File: src/rtl/flag_event_monitor.sv
// flag_event_monitor: registered stage for the ok/event flag decoder.
// Pulses on event rises, counts them, and latches a sustained-fault alarm.
module flag_event_monitor #(
  parameter int CNT_W     = 8,
  parameter int ALARM_LEN = 4
) (
  input  logic             clk,
  input  logic             rst_n,
  input  logic             clr,
  input  logic             y1_in,
  input  logic             y2_in,
  output logic             evt_pulse,
  output logic [CNT_W-1:0] evt_cnt,
  output logic             cnt_sat,
  output logic             alarm
);

  localparam int RW = $clog2(ALARM_LEN + 1);
  localparam logic [RW-1:0] RUN_LAST = RW'(ALARM_LEN - 1);
  localparam logic [CNT_W-1:0] CNT_MAX = '1;
  localparam logic [CNT_W-1:0] CNT_PRE = CNT_MAX - 1'b1;

  typedef enum logic [1:0] {
    IDLE  = 2'd0,
    LOW   = 2'd1,
    ALARM = 2'd2
  } state_t;

  logic y1_q;
  logic y2_q;
  logic y2_d;
  logic rise;

  state_t state;
  state_t state_nxt;
  logic [RW-1:0] run;
  logic [RW-1:0] run_nxt;

  assign rise  = y2_q & ~y2_d;
  assign alarm = (state == ALARM);

  always_ff @(posedge clk or negedge rst_n) begin
    if (!rst_n) begin
      y1_q      <= 1'b1;
      y2_q      <= 1'b0;
      y2_d      <= 1'b0;
      evt_pulse <= 1'b0;
    end else begin
      y1_q      <= y1_in;
      y2_q      <= y2_in;
      y2_d      <= y2_q;
      evt_pulse <= rise;
    end
  end

  // Saturating counter; clr wins over a coincident rise.
  always_ff @(posedge clk or negedge rst_n) begin
    if (!rst_n) begin
      evt_cnt <= '0;
      cnt_sat <= 1'b0;
    end else if (clr) begin
      evt_cnt <= '0;
      cnt_sat <= 1'b0;
    end else if (rise && evt_cnt != CNT_MAX) begin
      evt_cnt <= evt_cnt + 1'b1;
      if (evt_cnt == CNT_PRE) cnt_sat <= 1'b1;
    end
  end

  always_ff @(posedge clk or negedge rst_n) begin
    if (!rst_n) begin
      state <= IDLE;
      run   <= '0;
    end else begin
      state <= state_nxt;
      run   <= run_nxt;
    end
  end

  always_comb begin
    state_nxt = state;
    run_nxt   = run;
    if (clr) begin
      state_nxt = IDLE;
      run_nxt   = '0;
    end else begin
      unique case (state)
        IDLE: begin
          if (!y1_q) begin
            state_nxt = LOW;
            run_nxt   = RW'(1);
          end else begin
            run_nxt = '0;
          end
        end
        LOW: begin
          if (y1_q) begin
            state_nxt = IDLE;
            run_nxt   = '0;
          end else if (run == RUN_LAST) begin
            state_nxt = ALARM;
          end else begin
            run_nxt = run + 1'b1;
          end
        end
        ALARM: begin
          state_nxt = ALARM;
        end
        default: begin
          state_nxt = IDLE;
          run_nxt   = '0;
        end
      endcase
    end
  end

endmodule

File: config.mk
export PLATFORM = sky130hd
export DESIGN_NAME = flag_event_monitor
export DESIGN_NICKNAME = d
export VERILOG_FILES = /design/src/rtl/flag_event_monitor.sv
export SDC_FILE = /design/constraint.sdc
export NUM_CORES = 1
export LEC_CHECK = 0
export CORE_UTILIZATION = 52
export DETAILED_ROUTE_END_ITERATION = 6
export GPL_TIMING_DRIVEN = 1
export PLACE_DENSITY = 0.87
export SLEW_MARGIN = 10
export SYNTH_ARGS = -nofsm -noshare
export SYNTH_HDL_FRONTEND = slang
export SYNTH_SLANG_ARGS = --single-unit
File: constraint.sdc
create_clock -name clk -period 2.8 [get_ports clk]
set_input_delay 0.56 -clock clk [delete_from_list [all_inputs] [get_ports clk]]
set_output_delay 0.56 -clock clk [all_outputs]
set_load 0.02 [all_outputs]
# Word-level counts from Yosys, hierarchy flattened
# Index checks and enable logic that the tools add are counted.
# word_totals
register_bits	18
word_cells	43
in_bits	5
output_inout_bits	11
# op_classes
n_addsub	2
muxes	15
eq_ne	9
reduce_logical	7
bitwise_logic	2
# ops
operator	count
8-bit two-way mux	2
3-bit two-way mux	3
3-bit case mux with 3 select lines	1
8-bit by 1-bit adder with 8-bit output (second input constant)	1
8-bit equality test (second input constant)	1
2-bit two-way mux	4
4-bit != test (second input constant)	2
8-bit != test (second input constant)	1
2-bit case mux with 3 select lines	1
2-bit AND reduction	3
1-bit two-way mux	4
2-bit nonzero test	2
3-bit by 1-bit adder with 3-bit output (second input constant)	1
3-bit by 2-bit equality test with 1-bit output (second input constant)	1
3-bit != test (second input constant)	1
2-bit by 1-bit equality test with 1-bit output (second input constant)	1
2-bit equality test (second input constant)	1
2-bit logical NOT	1
2-bit != test (second input constant)	1
1-bit bitwise AND	1
1-bit logical AND	1
1-bit inverter	1

# Depth between registers and ports, before layout
# Gate-level depths: netlist (run 1).
# logic_depth
word_depth	5
depth_mapped	5
ltp_nobuf	5

# Worst setup path after synthesis (run 1)
# Ideal clock, no wire load.
# synth_timing
kind	register to register
startpoint	reg evt_cnt[0]
endpoint	reg evt_cnt[0]
setup_time_ns	0.125
path_buffers	1
path_slack_ns	1.089
required_ns	2.675
period_less_slack_ns	1.711
stages_incl_launch_ff	6
arrival_time_ns	1.586
path_cell_list	dfrtp_1 ha_1 buf_2 and3_2 a21boi_2 mux2_4
# synth_via
elab_chain_cells	3
word_cells_on_any_way	6
# synth_rtl
item	line	text
start: declaration	13	output logic [CNT_W-1:0] evt_cnt,
start signal: assignment	65	evt_cnt <= evt_cnt + 1'b1;
8-bit by 1-bit adder with 8-bit output / 8-bit != test (equally long branches)	65, 64	
8-bit two-way mux / 1-bit logical AND (equally long branches)	64	end else if (rise && evt_cnt != CNT_MAX) begin
8-bit two-way mux / 2-bit nonzero test (equally long branches)	-	
# Several ways; a longest one is shown, not always the timed one. The select of a mux whose other input is x is not followed.
# A chain may end at the register's enable or synchronous reset.

# Final worst setup path (run 1)
# layout_timing
startpoint	reg state[1]
endpoint	out alarm
# layout_via
elab_chain_cells	1
# layout_rtl
item	line	text
start: declaration	34	state_t state;
start signal: assignment	75	state <= state_nxt;
2-bit equality test	40	assign alarm = (state == ALARM);
end: declaration	15	output logic alarm
# Every way passes these cells.

==> results of run 1 <==
[final cells by class]
cell class	count	area, sq um
inverters	4	15.0
flip-flops and latches	18	452
fillers	120	472
well taps	24	30.0
multi-input cells	56	439
clock buffers	4	36.3
repair buffers	15	150
[sequential cells by signal, indices dropped and copies added, names as in the netlist]
| name | count |
|---|---|
| state | 2 |
| evt_cnt | 8 |
| y1_q | 1 |
| evt_pulse | 1 |
| y2_d | 1 |
| y2_q | 1 |
| run | 3 |
| cnt_sat | 1 |
[layer usage]
| layer | vias to the layer above | wire length, microns | part of all wire |
|---|---|---|---|
| met2 | 17 | 789 | 0.46 |
| met3 | 0 | 80 | 0.047 |
| li1 | 336 | - | - |
| met1 | 344 | 838 | 0.49 |
| met4 | 0 | 0 | 0 |
| met5 | - | 0 | 0 |
[cells in the final DEF, fill, tap and decap left out, types with 2 or more instances in the layout]
cell type	netlist	final
a211oi_1	3	3
a21oi_1	4	4
a41oi_1	3	3
clkbuf_4	0	3
clkdlybuf4s50_1	0	15
dfrtp_1	17	17
ha_1	4	4
inv_1	4	4
mux2_4	2	2
nand2_1	2	2
nand4b_1	2	2
nor2_1	6	6
nor2b_1	4	4
nor3_1	3	3
o2bb2ai_1	2	2
[cell families after synthesis]
family	share of synthesized area
mux	0.0323
fa+ha+maj	0.0538
simple gates	0.188
compound gates	0.198
flops	0.486
buf+inv	0.0417
[power by group]
group | internal, uW | switching, uW
Combinational | 17.7 | 18.2
Clock | 79.2 | 78.6
Sequential | 267 | 9.20
Total | 364 | 106
[path summary, 6_finish.rpt]
check | start | endpoint | slack (ps) | cells after the start
max in group asynchronous | rst_n | evt_cnt[3] | 1620 | 1
max reg2reg | evt_cnt[0] | evt_cnt[0] | 1050 | 4
min | y2_q | y2_d | 450 | 0
max | state[1] | alarm | 620 | 2
min in group asynchronous | rst_n | run[0] | 700 | 1
min reg2reg | y2_q | y2_d | 450 | 0
[per-stage QoR]
stage	total power, uW	setup slack, ps	utilization	hold slack [ps]	cell area, sq um
after floorplan	297	1090	-	264	930
after global placement	316	929	0.681	433	1090
after detailed placement	317	857	0.681	434	1090
after CTS	475	612	0.704	456	1120
after global routing	488	568	0.704	482	1120
final	470	621	0.704	453	1120
==> summary by stage, run 1 <==
Global route
In the global route stage, met3 resource usage came out at 0.0653. The number of antenna violations at the first check in global routing is 0. The met2 demand-to-capacity share in global routing is 0.315.

The met1 usage is 0.282. The wire length of the first global-routing pass is around 3000 microns. The via count of the first global-routing pass is about 650.

The total global routing track utilization is 0.206. For this run the aggregate overflow at the end of global routing stands at 0. Entering global routing, the biggest net connects 19 pins. The busiest layer in global routing is met2.

Floorplan
The effective utilization at floorplan is 0.583. Row generation in the floorplan step produced 14 rows. The die outline height is roughly 44 microns. The core footprint is about 0.0016 sq mm.

The number of top-level design ports is 16. The horizontal extent of the die is approximately 44 microns. The full die area is between 0.0015 and 0.002 sq mm.

Placed design
The final HPWL from detailed placement is ~1200 microns. In this run the tool buffered the top-level ports with 15 buffer cells. Routability-driven placement finished with a final weighted congestion of a little under 0.8. The number of cells in the design after placement is around 120.

Run
The number of violations of the max-capacitance limit is 0.

Setup path
The worst stage delay on the critical path is 640 ps. The critical path data required time is 2240 ps. The classification of the worst setup path is reg2out. The critical path goes through nor2b_1, clkdlybuf4s50_1.

The largest fanout of any net on the critical path is 5. The critical path endpoint category is a primary output. For the worst setup path, the data arrival time is about 1600 ps. The element type at the critical path start is a register. The top cell family by delay on the critical path is buffers and inverters.

The number of buffers and inverters on the critical path is 1. The master of the slowest instance on the critical path is clkdlybuf4s50_1.

CTS
The depth of the CTS H-tree is 1. The longest clock path from root to sink contains 2 buffers. TritonCTS built the clock tree. Clock-pin slew was measured on the worst setup and hold paths at around 90 ps. The clock root buffer is clkbuf_4.

The clock net sink count is 18. The post-cts repair resize count is 0. The clock latency reported for the late side of the worst-skew pair is 290 ps. The number of buffers inserted by post-CTS setup repair is 0.

The number of hold buffers added after CTS is 0. The CTS buffer count is 3.

Route
The number of iterations in the first detailed-routing pass is 4. For this block, the initial DRC count from the detailed router was 17. After detailed routing, the total wire length is roughly 1700 microns.

For this run, design rule violations remaining after detail routing come to 0. In this run the remaining antenna-violating nets after routing total 0. The number of vias per cell is between 5 and 6. The detailed router placed approximately 700 vias in this run. The average wire per cell in the routed design is 14.1 microns.

Timing
The worst-margin pin slew is between 700 and 800 ps. The highest clock rate is 0.459 GHz. The post-route setup TNS is 0 ps. The time the final worst path needs with I/O delays and setup is between 2000 and 2500 ps. The share of the clock period used by the worst path is 0.778. The count of endpoints failing setup in the final report is 0. Measured against its own limit, the worst slew margin works out to 0.498. Between clock sinks in the finished design, the worst skew comes to around 9.3 ps. The total count of hold-check failures in the final report is 0. The max-slew violation count was 0. Setup repair after global routing left no endpoint under its margin.

Synthesis
The share of flip-flops with an asynchronous set or reset after synthesis is 1.00. The commonest cells after synthesis are dfrtp_1 (17), nor2_1 (6). In the synthesized netlist, the number of instances is 82.

Of all cell types, the one taking the most synthesized area is dfrtp_1. The post-synthesis sequential area ratio is 0.486. The number of different library cells in the post-synthesis netlist is 38. A synthesized cell averages roughly 11 sq um.

The number of nets in the synthesized netlist is 91. The total standard cell area after synthesis is about 930 sq um. By area the synthesized netlist is led by dfrtp_1 (46%), ha_1 (5.4%), mux2_4 (3.2%).

In this run, synthesis produced a sequential element count of 18. The count of yosys warnings during synthesis is 0. The main flop type after synthesis is dfrtp_1. The number of enable-type register cells in the synthesized netlist is 0. Among all cell types in the netlist, the one instantiated most often is dfrtp_1. Of the post-synthesis cell area, the dominant cell type holds 0.458.

Power and ir drop
The worst-case IR drop observed on VDD is approximately 290 uV. For this design the ratio of total power to cell area is between 400 and 500 mW/mm^2. The reported leakage power is between 0.0004 and 0.0005 uW.

Min path
The path type of the worst min-delay path is reg2reg.

Layout
The proportion of layout cells with a drive suffix above 1 is 0.144. The layout overhead on the synthesized area is 20.7%. Leaving out filler cells and counting taps, the final layout contains between 100 and 150. At the end of the flow, the number of nets in the layout was roughly 110.

The number of diodes added for antenna fixing is 0.

Status
The flow ran to the end, and the final reports show no timing, DRC or antenna violations.
(Power assumes the default switching activity.)
==> run 2: changes to the inputs <==
--- a/config.mk
+++ b/config.mk
@@ -5,10 +5,10 @@
 export SDC_FILE = /design/constraint.sdc
 export NUM_CORES = 1
 export LEC_CHECK = 0
-export CORE_UTILIZATION = 52
+export CORE_UTILIZATION = 50
 export DETAILED_ROUTE_END_ITERATION = 6
 export GPL_TIMING_DRIVEN = 1
-export PLACE_DENSITY = 0.87
+export PLACE_DENSITY = 0.84
 export SLEW_MARGIN = 10
 export SYNTH_ARGS = -nofsm -noshare
 export SYNTH_HDL_FRONTEND = slang
==> constraint.sdc (replaced) <==
create_clock -name clk -period 2.15 [get_ports clk]
set_input_delay 0.43 -clock clk [delete_from_list [all_inputs] [get_ports clk]]
set_output_delay 0.43 -clock clk [all_outputs]
set_load 0.02 [all_outputs]
==> run 2 against run 1 <==
Worst hold slack got worse by 4.6 ps. Utilization decreased by 4.0 points. Register-to-register slack got worse by 480 ps. Final cell count increased by 3.3%. Sequential share of layout area decreased by 0.83 points. Via count increased by 1.3%. Sequential power increased by 29%. Die area increased by 3.8%. Total power increased by 31%. Critical path type unchanged.
==> summary by stage, run 2 (same netlist as run 1, synthesis figures left out) <==
Placed design
The number of port buffers is 15 (unchanged). The final HPWL from detailed placement was 1300 microns (was 1220 microns). The area after detailed placement is 0.00111 sq mm (was 0.00109 sq mm). The routability congestion estimate from global placement was 0.803 (was 0.788).

Timing
For the finished layout, the period the worst path requires is between 2000 and 2500 ps. The worst-margin pin slew is 496 ps (was 751 ps). The final clock skew is 7.25 ps (was 9.26 ps).

Unrepaired setup endpoints after global routing: no (unchanged). The share of the clock period used by the worst path is 0.939. The post-route setup TNS is 0 ps (unchanged). The count of endpoints failing setup in the final report is 0 (unchanged). The max-slew violation count is 0 (unchanged).

The remaining max-slew budget at the tightest pin is 0.668 (was 0.498). The total count of hold-check failures in the final report is 0 (unchanged). The highest clock rate is between 0.4 and 0.5 GHz.

Layout
Commonest cells after routing, fill and taps aside: dfrtp_1 (17), clkdlybuf4s50_1 (15), nor2_1 (6) (unchanged). Top Registers: evt_cnt x8, run x3, state x2 (unchanged). The number of filler cells placed in the layout is 148 (was 120). The total number of nets in the final design is 110 (was 107).

The layout overhead on the synthesized area was 23.3% (was 20.7%). The number of flip-flops under the largest register name came to 8 (unchanged). The most common library cell in the layout ignoring fill and taps is dfrtp_1 (unchanged). The number of diodes added for antenna fixing was 0 (unchanged). The proportion of layout cells with a drive suffix above 1 is 0.170 (was 0.144). The register bank with the most flops is evt_cnt (unchanged). The final instance area came to 0.00115 sq mm (was 0.00112 sq mm).

CTS
The clock latency reported for the late side of the worst-skew pair is 290 ps (about the same). The depth of the CTS H-tree was 1 (unchanged). The clock root buffer was clkbuf_4 (unchanged). The post-cts repair resize count is 0 (unchanged).

The clock tree from TritonCTS is done (unchanged). The buffer levels on the longest clock path came to 2 (unchanged). The number of buffers inserted by post-CTS setup repair is 0 (unchanged). The clock net sink count is 18 (unchanged). The clock transition at the register clock pins on the worst setup and hold paths after CTS came to 100 ps (was 90 ps).

The number of hold buffers added after CTS is 0 (unchanged). The CTS buffer count was 3 (unchanged).

Power and ir drop
The total power density per cell area is 535 mW/mm^2 (was 418 mW/mm^2). The maximum ir drop on the vdd rail is 482 uV (was 290 uV). The total power is 614 uW (was 470 uW). The reported leakage power was 0.000476 uW (was 0.000461 uW).

Route
The total via count after detailed routing is 706 (was 697). The remaining antenna violation count after routing is 0 (unchanged). The total length of routed wires is 1720 microns (was 1710 microns).

The number of vias per cell is 5.65 (was 5.76). The first-iteration detailed-routing DRC count was 13 (was 17). The average wire per cell in the routed design is 13.8 microns (was 14.1 microns). The post-route DRC violation count was 0 (unchanged). The number of iterations in the first detailed-routing pass was 4 (unchanged).

Setup path
The largest fanout of any net on the critical path is 5 (unchanged). The flop-to-flop setup slack is 570 ps (was 1050 ps). The worst setup path startpoint is state[1] (unchanged). The destination of the worst register-to-register timing path is evt_cnt[1] (was evt_cnt[0]). The classification of the worst setup path was reg2out (unchanged). The last element of the critical path is alarm (unchanged). The buffers plus inverters on the worst setup path is 1 (unchanged). The top cell family by delay on the critical path is buffers and inverters (unchanged).

The reg-to-reg startpoint is evt_cnt[1] (was evt_cnt[0]). The number of stages on the worst setup path was 2 (unchanged). The critical path endpoint category is a primary output (unchanged). The critical path data arrival time is 1590 ps (was 1620 ps). The element type at the critical path start was a register (unchanged). Worst-path cell chain: nor2b_1, clkdlybuf4s50_1 (unchanged). The critical path data required time is 1720 ps (was 2240 ps). The master of the slowest instance on the critical path was clkdlybuf4s50_1 (unchanged). The worst stage delay on the critical path is 640 ps (about the same). The length in cells of the worst reg-to-reg path is 4 (unchanged).

Global route
The via count of the first global-routing pass is 671 (was 646). The wire length of the first global-routing pass was 3110 microns (was 2950 microns). The total global routing track utilization is 0.218 (was 0.206). The total global routing overflow was 0 (unchanged). The number of antenna violations at the first check in global routing is 0 (unchanged). The pin count of the biggest net entering global routing came to 19 (unchanged).

Floorplan
The effective utilization at floorplan was 0.538 (was 0.583). The core footprint is 0.00173 sq mm (was 0.00159 sq mm). The total number of placement rows was 15 (was 14).

The die outline height was 45.1 microns (was 44.3 microns). The number of top-level design ports came to 16 (unchanged). The horizontal extent of the die is 45.1 microns (was 44.3 microns). The full die area is 0.00204 sq mm (was 0.00196 sq mm).

Min path
The path type of the worst min-delay path is in2async (was reg2reg).

Status
Status: complete, no violations (unchanged).

Run
The number of violations of the max-capacitance limit is 0 (unchanged).
==> run 2: cell types whose count changed in the layout (fill, tap and decap cells not counted), sizes merged <==
cell	before	now
buf	0	3
==> run 2: area by class of cell <==
class                           instances  area (sq um)  area share
Multi-Input combinational cell         56           439       0.383
Timing Repair Buffer                   18           173       0.151
Clock buffer                            4          36.3      0.0317
Inverter                                4          15.0      0.0131
Tap cell                               25          31.3      0.0273
Sequential cell                        18           452       0.394
==> run 2: worst reg2reg max path: stages, from the launching register on <==
cell and delay (ps):
dfrtp_1 500, ha_1 250, and3_2 210, a21boi_2 210, mux2_4 310
==> run 2: worst min path at each step <==
stage               slack (ps)  start      end
floorplan                  130  rst_n  cnt_sat
global placement           430   y2_q     y2_d
detailed placement         430   y2_q     y2_d
CTS                        450   y2_q     y2_d
global route               470  rst_n   run[0]
finish                     450  rst_n   run[0]
==> run 2: routing by layer <==
metal / global-route usage / part of all wire / vias to the layer above
met5: 0 / 0 / -
met4: 0.0788 / 0.0070 / 0
met3: 0.0720 / 0.050 / 2
met2: 0.296 / 0.47 / 20
met1: 0.321 / 0.47 / 341
li1: - / - / 343
==> run 2: power breakdown <==
group	internal [uW]	total, uW	switching [uW]	leakage, uW
Combinational	26.3	53.9	27.5	0.000216
Clock	103	203	100	0.0000210
Sequential	347	357	9.13	0.000239
==> run 2: per-stage QoR <==
step | cells | hold slack [ps] | worst slack (ps) | utilization
4_1_cts | 125 | 454 | 126 | 0.664
5_1_grt | 125 | 469 | 48.8 | 0.664
2_1_floorplan | 82 | 134 | 439 | -
3_5_place_dp | 121 | 432 | 357 | 0.643
6_report | 125 | 448 | 131 | 0.664
3_3_place_gp | 121 | 427 | 421 | 0.643
==> run 3: changes to the inputs <==
--- a/config.mk
+++ b/config.mk
@@ -5,10 +5,12 @@
 export SDC_FILE = /design/constraint.sdc
 export NUM_CORES = 1
 export LEC_CHECK = 0
-export CORE_UTILIZATION = 50
+export ABC_AREA = 1
+export CORE_UTILIZATION = 52
 export DETAILED_ROUTE_END_ITERATION = 6
+export DONT_BUFFER_PORTS = 1
 export GPL_TIMING_DRIVEN = 1
-export PLACE_DENSITY = 0.84
+export PLACE_DENSITY = 0.75
 export SLEW_MARGIN = 10
 export SYNTH_ARGS = -nofsm -noshare
 export SYNTH_HDL_FRONTEND = slang
==> run 3 against run 2 <==
Clock skew fell by 4.3 ps. Clock-buffer cell count did not move. Sequential share of layout area rose by 5.1 points. Register-to-register slack improved by 60 ps. Utilization fell by 7.0 points. Non-clock buffer count fell by 17. Sequential cell count did not move. Critical path type unchanged. Wire length fell by 4.1%. Sequential power rose by 4%. Global-route usage fell by 3.3 points.
==> summary by stage, run 3 <==
CTS
The clock transition at the register clock pins on the worst setup and hold paths after CTS came to 100 ps (about the same). The CTS buffer count came to 3 (unchanged). The depth of the CTS H-tree is 1 (unchanged). The buffer levels on the longest clock path is 2 (unchanged). The clock latency reported for the late side of the worst-skew pair is 280 ps (was 290 ps).

The post-cts repair resize count is 0 (unchanged). The clock net sink count was 18 (unchanged). The clock root buffer is clkbuf_4 (unchanged). The clock tree from TritonCTS is done (unchanged).

Synthesis
The leading cell type by number of instances after synthesis is nand2_1 (was dfrtp_1). The count of yosys warnings during synthesis is 0 (unchanged). The total standard cell area after synthesis is 945 sq um (was 930 sq um).

Leading cell types by total area after synthesis: dfrtp_1 (45%), nand2_1 (14%), inv_1 (6.4%) (was dfrtp_1 (46%), ha_1 (5.4%), mux2_4 (3.2%)). The mean post-synth cell area is 8.21 sq um (was 11.3 sq um). The main flop type after synthesis is dfrtp_1 (unchanged). The number of enable-type register cells in the synthesized netlist was 0 (unchanged).

The number of different library cells in the post-synthesis netlist was 20 (was 38). The cell taking the most area after synthesis was dfrtp_1 (unchanged). Leading cell types by count after synthesis: nand2_1 (36), dfrtp_1 (17), inv_1 (16) (was dfrtp_1 (17), nor2_1 (6)).

The share of flip-flops with an asynchronous set or reset after synthesis came to 1.00 (unchanged). The share of the synthesized area in the top cell type was 0.450 (was 0.458). The gate count after technology mapping is 115 (was 82). The post-synthesis sequential area ratio was 0.478 (was 0.486). The number of nets in the synthesized netlist was 124 (was 91). The flop and latch count out of synthesis is 18 (unchanged).

Setup path
The master of the slowest instance on the critical path is dfrtp_1 (was clkdlybuf4s50_1). The worst stage delay on the critical path came to 440 ps (was 640 ps). The critical path data arrival time is 1120 ps (was 1590 ps). The classification of the worst setup path is reg2out (unchanged). The critical path data required time is 1720 ps (about the same). The worst setup path startpoint is state[0] (was state[1]).

The reg-to-reg startpoint is evt_cnt[1] (unchanged). The largest fanout of any net on the critical path is 5 (unchanged). The buffers plus inverters on the worst setup path is 0 (was 1). The element type at the critical path start was a register (unchanged). Worst-path cell chain: nor2_1 (was nor2b_1, clkdlybuf4s50_1). The top cell family by delay on the critical path is flip-flops (was buffers and inverters). The critical path endpoint category is a primary output (unchanged).

Timing
The max-slew violation count is 0 (unchanged). The remaining max-slew budget at the tightest pin is 0.458 (was 0.668). The highest clock rate is 0.647 GHz (was 0.495 GHz).

Unrepaired setup endpoints after global routing: no (unchanged). The post-route setup TNS is 0 ps (unchanged). The share of the clock period used by the worst path is 0.719 (was 0.939).

The worst-margin pin slew is 810 ps (was 496 ps). The worst path setup slack after routing is 604 ps (was 131 ps). The count of endpoints failing setup in the final report was 0 (unchanged).

The total count of hold-check failures in the final report is 0 (unchanged). The time the final worst path needs with I/O delays and setup is 1550 ps (was 2020 ps). The final clock skew is 2.97 ps (was 7.25 ps). The tightest hold margin is 132 ps (was 448 ps).

Floorplan
The effective utilization at floorplan came to 0.553 (was 0.538). The die outline height was 44.6 microns (was 45.1 microns). The core footprint is 0.00171 sq mm (was 0.00173 sq mm).

The total number of placement rows is 15 (unchanged). The horizontal extent of the die is 44.6 microns (was 45.1 microns). The full die area is 0.00199 sq mm (was 0.00204 sq mm). The number of top-level design ports is 16 (unchanged).

Route
The total length of routed wires is 1650 microns (was 1720 microns). The total via count after detailed routing was 716 (was 706). The post-route DRC violation count came to 0 (unchanged). The number of iterations in the first detailed-routing pass is 4 (unchanged). The number of vias per cell is 4.97 (was 5.65). The first-iteration detailed-routing DRC count is 12 (was 13). The remaining antenna violation count after routing is 0 (unchanged). The average wire per cell in the routed design came to 11.5 microns (was 13.8 microns).

Layout
The filler-free cell count of the finished design is 144 (was 125). The number of flip-flops under the largest register name came to 8 (unchanged). The total number of nets in the final design is 129 (was 110).

The register bank with the most flops is evt_cnt (unchanged). The most common library cell in the layout ignoring fill and taps is nand2_1 (was dfrtp_1). The layout overhead on the synthesized area is 7.42% (was 23.3%).

The final instance area is 0.00101 sq mm (was 0.00115 sq mm). Commonest cells after routing, fill and taps aside: nand2_1 (36), dfrtp_1 (17), inv_1 (16) (was dfrtp_1 (17), clkdlybuf4s50_1 (15), nor2_1 (6)). Top Registers: evt_cnt x8, run x3, state x2 (unchanged).

The proportion of layout cells with a drive suffix above 1 is 0.118 (was 0.170). The number of diodes added for antenna fixing is 0 (unchanged).

Global route
The via count of the first global-routing pass is 641 (was 671). The busiest layer in global routing is met2 (was met1). The number of antenna violations at the first check in global routing is 0 (unchanged).

The met3 layer usage reported by global route came to 0.0408 (was 0.0720). The pin count of the biggest net entering global routing is 19 (unchanged). The met1 usage is 0.246 (was 0.321). The met2 demand-to-capacity share in global routing is 0.271 (was 0.296). The total global routing track utilization is 0.184 (was 0.218). The wire length of the first global-routing pass was 2660 microns (was 3110 microns).

The total global routing overflow is 0 (unchanged).

Placed design
The routability congestion estimate from global placement is 0.774 (was 0.803). The area after detailed placement is 968 sq um (was 0.00111 sq mm). The post-placement worst setup slack is 649 ps (was 357 ps). The number of cells in the design after placement is 139 (was 121).

The number of port buffers was 0 (was 15). The final HPWL from detailed placement came to 1230 microns (was 1300 microns).

Power and ir drop
The maximum ir drop on the vdd rail is 343 uV (was 482 uV). The reported leakage power is 0.000515 uW (was 0.000476 uW). The total power density per cell area is 616 mW/mm^2 (was 535 mW/mm^2).

Status
Status: complete, no violations (unchanged).

Min path
The path type of the worst min-delay path is in2reg (was in2async). In this run the most critical hold path is launched from y1_in.

Run
The number of violations of the max-capacitance limit is 0 (unchanged).
## run 3: what timing repair did
action | CTS | global route
buffers inserted | 0 | 0
hold endpoints to repair | 18 | 0
hold buffers | 1 | 0
## run 3: cell families after synthesis
logic type / Yosys count / share of synthesized area
adder cells (fa/ha/maj): 4 / 0.0530
flip-flops: 18 / 0.478
AO/OA/AOI/OAI: 8 / 0.0530
AND/OR/NAND/NOR: 66 / 0.326
buffers and inverters: 18 / 0.0808
XOR/XNOR: 1 / 0.00927
## run 3: report_power, final
group          internal (uW)  total [uW]  switching (uW)  leakage (uW)
combinational           14.6        49.8            35.2      0.000256
sequential               352         372            20.5      0.000238
clock                    103         202            99.5     0.0000210
## run 3: final cells by class
cell class | count | area, sq um
clock buffer | 4 | 36.3
inverter | 17 | 68.8
multi-input combinational | 79 | 417
fill | 153 | 693
sequential | 18 | 452
timing repair buffer | 1 | 10.0
tap | 25 | 31.3
## run 3: final timing paths
kind / endpoint / slack, ps / cells after the start
min: y1_q / 130 / 0
max in group asynchronous: state[0] / 980 / 1
min reg2reg: y2_d / 380 / 0
max: alarm / 600 / 1
max reg2reg: evt_cnt[3] / 630 / 9
min in group asynchronous: evt_cnt[7] / 670 / 1
## run 3: metal layers
| layer | up-vias | wire [microns] |
|---|---|---|
| met5 | - | 0 |
| met4 | 0 | 23 |
| met3 | 2 | 76 |
| met2 | 17 | 781 |
| met1 | 329 | 771 |
| li1 | 368 | - |
## run 3: stage by stage
stage / utilization / total power (uW)
2_1_floorplan: - / 413
4_1_cts: 0.594 / 635
5_1_grt: 0.594 / 655
3_5_place_dp: 0.567 / 421
3_3_place_gp: 0.567 / 419
6_report: 0.594 / 625
